[config.mk]
export PLATFORM = sky130hd
export DESIGN_NAME = rob_wb_arbiter
export DESIGN_NICKNAME = d
export VERILOG_FILES = /design/src/rtl/rob_wb_arbiter_pkg.sv /design/src/rtl/rob_wb_arbiter_rr_picker.sv /design/src/rtl/rob_wb_arbiter.sv
export SDC_FILE = /design/constraint.sdc
export NUM_CORES = 1
export LEC_CHECK = 0
export BUFFER_PORTS_ARGS = -buffer_cell sky130_fd_sc_hd__buf_2
export CAP_MARGIN = 25
export CORE_MARGIN = 8
export CORE_UTILIZATION = 30
export DETAILED_ROUTE_END_ITERATION = 10
export HOLD_SLACK_MARGIN = 0.02
export PLACE_DENSITY = 0.64
export REMOVE_ABC_BUFFERS = 1
export SLEW_MARGIN = 20
export SYNTH_ARGS = -nofsm -noshare
export SYNTH_HDL_FRONTEND = slang
export SYNTH_HIERARCHICAL = 1
export SYNTH_SLANG_ARGS = --single-unit
[constraint.sdc]
create_clock -name clock -period 4.2 [get_ports clock]
set_input_delay 0 -clock clock [delete_from_list [all_inputs] [get_ports clock]]
set_output_delay 0 -clock clock [all_outputs]
set_load 0.01 [all_outputs]
[src/rtl/rob_wb_arbiter_pkg.sv]
// Shared types and constants for the ROB write-back arbiter.
// Carries the ROB entry payload type and the requester index assignments.
package rob_wb_arbiter_pkg;

  typedef struct packed {
    logic [31:0] value;
    logic        exc;
    logic [4:0]  cause;
  } rob_entry_t;

  localparam int WB_REQ_BRANCH = 0;
  localparam int WB_REQ_LS     = 1;
  localparam int WB_REQ_EX1    = 2;
  localparam int WB_REQ_EXMUL1 = 3;

  localparam int WB_NREQ_DEFAULT   = 4;
  localparam int WB_NPORTS_DEFAULT = 2;
  localparam int WB_SLOT_W_DEFAULT = 4;

  // Index width that stays at least one bit wide for single-entry rings.
  function automatic int wb_idx_w(input int n);
    return (n > 1) ? $clog2(n) : 1;
  endfunction

endpackage

[src/rtl/rob_wb_arbiter_rr_picker.sv]
// Round-robin picker: walks the holding-register ring from rr_ptr and grants the
// first NPORTS occupied entries, numbering them in the order they were found.
module rob_wb_rr_picker
  import rob_wb_arbiter_pkg::*;
#(
  parameter int NREQ   = WB_NREQ_DEFAULT,
  parameter int NPORTS = WB_NPORTS_DEFAULT,
  parameter int PTR_W  = wb_idx_w(NREQ),
  parameter int PORT_W = wb_idx_w(NPORTS)
) (
  input  logic              en,
  input  logic [NREQ-1:0]   held_v,
  input  logic [PTR_W-1:0]  rr_ptr,
  output logic [NREQ-1:0]   grant,
  output logic [PORT_W-1:0] grant_port [NREQ],
  output logic [PTR_W-1:0]  next_ptr
);

  localparam int               CNT_W      = $clog2(NPORTS + 1);
  localparam logic [CNT_W-1:0] PORT_LIMIT = CNT_W'(NPORTS);
  localparam logic [PTR_W-1:0] LAST_IDX   = PTR_W'(NREQ - 1);

  always_comb begin
    logic [PTR_W-1:0] idx;
    logic [CNT_W-1:0] cnt;
    grant    = '0;
    next_ptr = rr_ptr;
    idx      = rr_ptr;
    cnt      = '0;
    for (int i = 0; i < NREQ; i++) grant_port[i] = '0;
    for (int j = 0; j < NREQ; j++) begin
      if (en && held_v[idx] && (cnt < PORT_LIMIT)) begin
        grant[idx]      = 1'b1;
        grant_port[idx] = cnt[PORT_W-1:0];
        cnt             = cnt + CNT_W'(1);
        // Pointer lands just past the most recent grant so it goes last next time.
        next_ptr        = (idx == LAST_IDX) ? '0 : idx + PTR_W'(1);
      end
      idx = (idx == LAST_IDX) ? '0 : idx + PTR_W'(1);
    end
  end

endmodule

[src/rtl/rob_wb_arbiter.sv]
// ROB write-back arbiter: one holding register per producer, round-robin onto NPORTS
// ROB write ports. Define ROB_WB_ARB_PERF_EN to add conflict/stall performance counters.
module rob_wb_arbiter
  import rob_wb_arbiter_pkg::*;
#(
  parameter int NREQ   = WB_NREQ_DEFAULT,
  parameter int NPORTS = WB_NPORTS_DEFAULT,
  parameter int SLOT_W = WB_SLOT_W_DEFAULT
) (
  input  logic              clock,
  input  logic              reset_n,
  input  logic [NREQ-1:0]   req_valid,
  input  logic [SLOT_W-1:0] req_slot [NREQ],
  input  rob_entry_t        req_data [NREQ],
  output logic [NREQ-1:0]   req_ready,
  output logic [NPORTS-1:0] wr_valid,
  output logic [SLOT_W-1:0] wr_slot [NPORTS],
  output rob_entry_t        wr_data [NPORTS],
  input  logic              rob_wr_stall,
  input  logic              flush
`ifdef ROB_WB_ARB_PERF_EN
  ,
  output logic [31:0]       perf_conflict_cycles,
  output logic [31:0]       perf_stall_cycles
`endif
);

  localparam int PTR_W  = wb_idx_w(NREQ);
  localparam int PORT_W = wb_idx_w(NPORTS);

  logic [NREQ-1:0]   held_v_q, held_v_d;
  logic [SLOT_W-1:0] held_slot_q [NREQ];
  logic [SLOT_W-1:0] held_slot_d [NREQ];
  rob_entry_t        held_data_q [NREQ];
  rob_entry_t        held_data_d [NREQ];
  logic [PTR_W-1:0]  rr_ptr_q, rr_ptr_d;

  logic [NREQ-1:0]   grant;
  logic [PORT_W-1:0] grant_port [NREQ];
  logic [NREQ-1:0]   accept;
  logic              pick_en;

  // Flush and stall both suppress every grant, which also keeps rr_ptr still.
  assign pick_en = ~rob_wr_stall & ~flush;

  rob_wb_rr_picker #(
    .NREQ   (NREQ),
    .NPORTS (NPORTS),
    .PTR_W  (PTR_W),
    .PORT_W (PORT_W)
  ) u_picker (
    .en         (pick_en),
    .held_v     (held_v_q),
    .rr_ptr     (rr_ptr_q),
    .grant      (grant),
    .grant_port (grant_port),
    .next_ptr   (rr_ptr_d)
  );

  assign req_ready = flush ? '0 : (~held_v_q | grant);
  assign accept    = req_valid & req_ready;

  always_comb begin
    held_v_d    = held_v_q;
    held_slot_d = held_slot_q;
    held_data_d = held_data_q;
    for (int i = 0; i < NREQ; i++) begin
      if (flush) begin
        held_v_d[i] = 1'b0;
      end else if (accept[i]) begin
        held_v_d[i]    = 1'b1;
        held_slot_d[i] = req_slot[i];
        held_data_d[i] = req_data[i];
      end else if (grant[i]) begin
        held_v_d[i] = 1'b0;
      end
    end
  end

  always_comb begin
    for (int k = 0; k < NPORTS; k++) begin
      wr_valid[k] = 1'b0;
      wr_slot[k]  = '0;
      wr_data[k]  = '0;
      for (int i = 0; i < NREQ; i++) begin
        if (grant[i] && (grant_port[i] == PORT_W'(k))) begin
          wr_valid[k] = 1'b1;
          wr_slot[k]  = held_slot_q[i];
          wr_data[k]  = held_data_q[i];
        end
      end
    end
  end

  always_ff @(posedge clock or negedge reset_n) begin
    if (!reset_n) begin
      held_v_q <= '0;
      rr_ptr_q <= '0;
      for (int i = 0; i < NREQ; i++) begin
        held_slot_q[i] <= '0;
        held_data_q[i] <= '0;
      end
    end else begin
      held_v_q    <= held_v_d;
      rr_ptr_q    <= rr_ptr_d;
      held_slot_q <= held_slot_d;
      held_data_q <= held_data_d;
    end
  end

  // Two live results aimed at the same ROB slot means a producer is broken.
  logic slot_conflict;
  always_comb begin
    slot_conflict = 1'b0;
    for (int i = 0; i < NREQ; i++) begin
      for (int j = i + 1; j < NREQ; j++) begin
        if (held_v_q[i] && held_v_q[j] && (held_slot_q[i] == held_slot_q[j]))
          slot_conflict = 1'b1;
      end
    end
  end

  a_no_slot_conflict: assert property (@(posedge clock) disable iff (!reset_n) !slot_conflict);

`ifdef ROB_WB_ARB_PERF_EN
  localparam int              HC_W       = $clog2(NREQ + 1);
  localparam logic [HC_W-1:0] PORTS_HELD = HC_W'(NPORTS);

  logic [HC_W-1:0] held_cnt;
  logic [31:0]     perf_conflict_q, perf_conflict_d;
  logic [31:0]     perf_stall_q, perf_stall_d;

  always_comb begin
    held_cnt = '0;
    for (int i = 0; i < NREQ; i++) held_cnt = held_cnt + HC_W'(held_v_q[i]);
    perf_conflict_d = perf_conflict_q;
    perf_stall_d    = perf_stall_q;
    if (!rob_wr_stall && (held_cnt > PORTS_HELD) && (perf_conflict_q != '1))
      perf_conflict_d = perf_conflict_q + 32'd1;
    if (rob_wr_stall && (|held_v_q) && (perf_stall_q != '1))
      perf_stall_d = perf_stall_q + 32'd1;
  end

  always_ff @(posedge clock or negedge reset_n) begin
    if (!reset_n) begin
      perf_conflict_q <= '0;
      perf_stall_q    <= '0;
    end else begin
      perf_conflict_q <= perf_conflict_d;
      perf_stall_q    <= perf_stall_d;
    end
  end

  assign perf_conflict_cycles = perf_conflict_q;
  assign perf_stall_cycles    = perf_stall_q;
`endif

endmodule

Yosys cells after proc, flatten, opt, wreduce, memory -nomap -nowiden
Index checks and enable logic that the tools add are counted.

Flip-flop bits (word level): 174.

Muxes and demuxes: 79. Reduce and logical (&&, ||, !) cells: 31. Eq/ne operators: 4. Bitwise logic cells: 17. Add/sub/neg operators: 6. $lt $le $gt $ge: 17.

Operators by type and width (count): two-way mux 38 bit (8); two-way mux 4 bit (16); two-way mux 1 bit (32); logical AND 1 bit (22); two-way mux 2 bit (10); bitwise OR 4 bit (4); demux 1 bit (select 2 bit) (7); adder 2 x 1 -> 2 bit, second input constant (6); < comparator 2 x 3 -> 1 bit, second input constant (4); nonzero test 3 bit (4); greater-or-equal comparator 3 bit, second input constant (3); < comparator 3 x 1 -> 1 bit, second input constant (3); inverter 2 -> 3 bit (3); bitwise AND 4 bit (2); binary-select mux 1 bit (select 2 bit) (4); bitwise mux 4 bit (2); equality test 2 bit, second input constant (4); greater-or-equal comparator 2 x 1 -> 1 bit, second input constant (4); AND reduction 2 bit (4); < comparator 2 bit, second input constant (3); inverter 1 bit (6); inverter 4 bit (1); nonzero test 4 bit (1); bitwise AND 1 bit (1).

Depth between registers and ports, before layout
Word-level depth: 19. Mapped depth: 21. Depth with buffers taken out: 14.

Modules after synthesis
Netlist, hierarchy kept.

Modules (own cells, without submodules): rob_wb_arbiter (cells an instance 843, area an instance 9496.6 sq um, instances 1, sequential area each 4354.2 sq um); rob_wb_rr_picker (cells an instance 94, area an instance 818.3 sq um, instances 1, sequential area each 0.0 sq um).

Worst setup path after synthesis
No wires, ideal clock.

Kind: register to output. Start: register rr_ptr_q[0]. End: output wr_data[0] (netlist bit). Setup slack: -0.391 ns. Data arrival time: 4.591 ns. Required time: 4.200 ns. Stages on the path, launching flop included: 21. Cell sequence: dfrtp_1 buf_6 inv_1 ha_1 buf_6 mux4_2 nand2_1 inv_2 clkbuf_1 ha_1 and2b_2 nand4_4 o31ai_2 mux2_1 o221a_1 and2_1 buf_2 a21o_1 clkbuf_1 clkbuf_1 o221ai_1.

RTL lines: start, declared (line rob_wb_arbiter.sv:36) `logic [PTR_W-1:0] rr_ptr_q, rr_ptr_d;`; start signal, assigned (line rob_wb_arbiter.sv:105) `rr_ptr_q <= rr_ptr_d;`; end, declared (line rob_wb_arbiter.sv:18) `output rob_entry_t wr_data [NPORTS],`.

==> out/qor.txt <==
=================================================================================================
Outcome ............................................................................ complete, but fails checks
Violated checks .................................................................... setup timing
DRC violations left ................................................................            0
Initial core utilization ...........................................................        30.2%
Library cell used as clock root buffer ............................................. sky130_fd_sc_hd__clkbuf_16
Overflow left after global routing .................................................            0
Switching power total ..............................................................      3.80 mW
Worst Path Required ................................................................      4.20 ns
Final Hold Fails ...................................................................            0
Fin Clk Skew .......................................................................    0.0169 ns
Post-DP HPWL .......................................................................     27300 µm
Synth Register Bits ................................................................          174
Most area-consuming cells after synthesis .......................................... sky130_fd_sc_hd__dfrtp_1 (42%), sky130_fd_sc_hd__mux2_2 (15%), sky130_fd_sc_hd__mux2_1 (4.1%)
Synthesized instance count .........................................................          937
Most instantiated flip-flop cell in the synthesis netlist .......................... sky130_fd_sc_hd__dfrtp_1
Number of nets still failing antenna checks after routing ..........................            0
Top post-synthesis cells by count .................................................. sky130_fd_sc_hd__dfrtp_1 (174), sky130_fd_sc_hd__mux2_2 (136), sky130_fd_sc_hd__clkbuf_1 (55), sky130_fd_sc_hd__nand2_1 (48), sky130_fd_sc_hd__and3_1 (47)
Fill cell count ....................................................................         2869
Count of flip-flops with a built-in enable after synthesis .........................            0
Post-synthesis async set-or-reset flop share .......................................         100%
Number of nets in the layout .......................................................         1627
Sequential share of power ..........................................................        27.1%
Count of final setup violators .....................................................           85
Die extent in y ....................................................................       201 µm
Type of element launching the critical path ........................................         flop
Switching power share of the total .................................................        39.9%
Chip width .........................................................................       201 µm
Syn_area_per_cell ..................................................................     11.0 µm²
Data arrival at the endpoint of the critical path ..................................      4.50 ns
CTS clock-pin slew for the worst setup and hold paths ..............................      0.07 ns
Clock sinks ........................................................................          174
Count of placed standard cells in the final layout, fillers left out ...............         1913
Antenna violations before repair ...................................................            2
Max Cap Violations .................................................................            0
Setup repair after global routing missed its margin ................................          yes
Placeable Area .....................................................................   0.0342 mm²
Total detailed-routing wirelength ..................................................     46500 µm
VDD IR-drop max ....................................................................       306 µV
WHS ................................................................................     0.232 ns
Portion of the clock cycle consumed by the worst path in the final layout ..........         107%
Synthesized area ...................................................................   0.0103 mm²
Cell area power density ............................................................   542 mW/mm²
Final Wtd Congestion ...............................................................        0.933
Leakage power figure ...............................................................      7.49 nW
Post-Layout Inst Area ..............................................................   0.0176 mm²
CTS H-Tree Depth ...................................................................            4
Number of distinct library cell variants in the gate-level netlist after synthesis .           51
Setup WS post-layout ...............................................................    -0.301 ns
Wire length of the first global-routing pass .......................................     67700 µm
TritonCTS clock tree ...............................................................        built
Area Overhead vs Synth .............................................................        70.6%
Pin count of the biggest net entering global routing ...............................           98
Slew headroom ......................................................................        64.6%
Vias in the first global route .....................................................        11.4k
Core utilization of the finished layout ............................................        51.4%
Power share of the combinational group .............................................        56.1%
Clk buf depth ......................................................................            2
Tightest Hold Check Type ...........................................................       in2reg
Internal power .....................................................................      5.73 mW
Routed wirelength normalized by instance count .....................................      24.3 µm
Synth top area share ...............................................................        42.2%
Row cnt ............................................................................           68
Cell with the most instances after synthesis ....................................... sky130_fd_sc_hd__dfrtp_1
Share of layout cells above drive strength 1 .......................................        50.1%
Count of input and output buffers ..................................................          265
Post-synth top area cell ........................................................... sky130_fd_sc_hd__dfrtp_1
Placed Instance Area ...............................................................   0.0128 mm²
Top Ports ..........................................................................          266
Via count ..........................................................................        10.7k
Yosys warning count ................................................................            6
Area of the die ....................................................................   0.0406 mm²
Number of cells in the design after placement ......................................         1655
Number of DRC markers after the initial detailed-route iteration ...................          783
Transition time of the tightest slew-check pin .....................................     0.529 ns
Iteration count of the initial detailed-routing pass ...............................            5
Type of the setup path with the least slack ........................................      reg2out
TritonCTS buffer count .............................................................           17
Clk Latency, worst-skew pair .......................................................      0.45 ns
Max-slew violation count ...........................................................            0
Maximum clock rate .................................................................    0.222 GHz
GRT Util Overall ...................................................................        21.2%
Largest fanout on the critical path ................................................           21
Post-layout min period .............................................................      4.50 ns
Crit. End Element ..................................................................  output port
Portion of the post-synthesis area used by sequential elements .....................        42.2%
Fraction of power consumed by the clock network ....................................        16.8%
Routed vias/inst ...................................................................         5.58
=================================================================================================
## per-stage QoR
stage / power [mW] / worst slack [ns] / setup TNS, ns
detailed placement: 6.17 / -0.0658 / -0.0804
global route: 9.97 / -0.459 / -29.61
finish: 9.54 / -0.301 / -15.91
CTS: 9.06 / -0.218 / -11.47
floorplan: 4.44 / -2.48 / -431.79
global placement: 6.11 / 0.00205 / 0
## worst paths after layout
check | startpoint | to | slack (ns) | depth (start not counted)
max | rr_ptr_q[0] | wr_data[16] | -0.30 | 19
min | rob_wr_stall | rr_ptr_q[0] | 0.23 | 6
max reg2reg | rr_ptr_q[0] | held_data_q[80] | 0.20 | 18
min reg2reg | held_slot_q[6] | held_slot_q[6] | 0.51 | 1
max in group asynchronous | reset_n | held_data_q[117] | 2.91 | 4
min in group asynchronous | reset_n | held_data_q[64] | 0.53 | 3
## what timing repair did
action                     CTS  global route
hold buffers               177             1
buffers inserted            25             3
setup endpoints to repair   86            86
hold endpoints to repair   268             4
pin swaps                   30            16
gates cloned                13            12
resized for setup          224            76
## worst max-delay path: stages (launching register included)
cell	delay [ns]
sky130_fd_sc_hd__dfrtp_1	0.40
sky130_fd_sc_hd__inv_2	0.07
sky130_fd_sc_hd__ha_4	0.27
sky130_fd_sc_hd__mux4_2	0.50
sky130_fd_sc_hd__nand2_2	0.10
sky130_fd_sc_hd__inv_2	0.05
sky130_fd_sc_hd__ha_4	0.14
sky130_fd_sc_hd__and2b_2	0.24
sky130_fd_sc_hd__nand4_4	0.10
sky130_fd_sc_hd__buf_4	0.16
sky130_fd_sc_hd__o31ai_4	0.21
sky130_fd_sc_hd__mux2_4	0.34
sky130_fd_sc_hd__o221a_4	0.26
sky130_fd_sc_hd__buf_12	0.17
sky130_fd_sc_hd__and2_4	0.17
sky130_fd_sc_hd__buf_12	0.16
sky130_fd_sc_hd__buf_8	0.15
sky130_fd_sc_hd__a31oi_1	0.18
sky130_fd_sc_hd__o221ai_1	0.16
sky130_fd_sc_hd__buf_2	0.18
## registers in the layout, indices dropped and copies added, names as in the netlist
register and count:
rr_ptr_q 2, held_v_q 4, held_slot_q 16, held_data_q 152
## power by group through the flow
| stage | clock network [mW] | logic [mW] | registers [mW] |
|---|---|---|---|
| after floorplan | 0 | 1.99 | 2.45 |
| after global placement | 0 | 3.59 | 2.52 |
| after detailed placement | 0 | 3.62 | 2.55 |
| after CTS | 1.64 | 4.87 | 2.55 |
| after global routing | 1.70 | 5.62 | 2.65 |
| final | 1.60 | 5.35 | 2.59 |
## layout by cell type, fill, tap and decap left out, drive strengths merged, types with 2 or more instances in the layout
cell type      n
a221o         42
o22ai          2
o31ai          4
nor2b          7
o221a          4
clkbuf        27
nand2b         2
mux2         174
nor2          16
a2111oi       41
and2           2
a31oi         42
mux4           3
or4b           2
nand3         21
clkinvlp       2
mux2i          2
dfrtp        174
and2b          2
a21o           2
dlygate4sd3  178
buf          390
a21oi          3
nand3b        43
and3          47
diode          4
ha            10
nand2         48
o221ai        42
nor3b         45
or3b           2
clkinv         5
a22oi          4
inv           53
## per-layer routing
metal	global-route usage, %	vias to the layer above	wire, µm
li1	-	4620	-
met1	25.6	5409	19100
met2	35.0	534	22800
met3	4.76	109	3000
met4	10.7	0	1700
met5	0	-	0
## cell type report
class	count	area, µm²	area share, %
antenna	4	10.0	0.0569
timing repair buffer	578	5090	29.0
clock inverter	14	133	0.754
multi-input combinational	623	6830	38.8
tap	455	569	3.24
inverter	47	176	1.00
sequential	174	4350	24.7
clock buffer	18	429	2.44
## cells by family after synthesis
logic type | share of synthesized area [%]
mux | 19.8
compound gates | 15.8
buf+inv | 6.02
fa+ha+maj | 1.21
simple gates | 14.9
flops | 42.2
(Power assumes the default switching activity.)
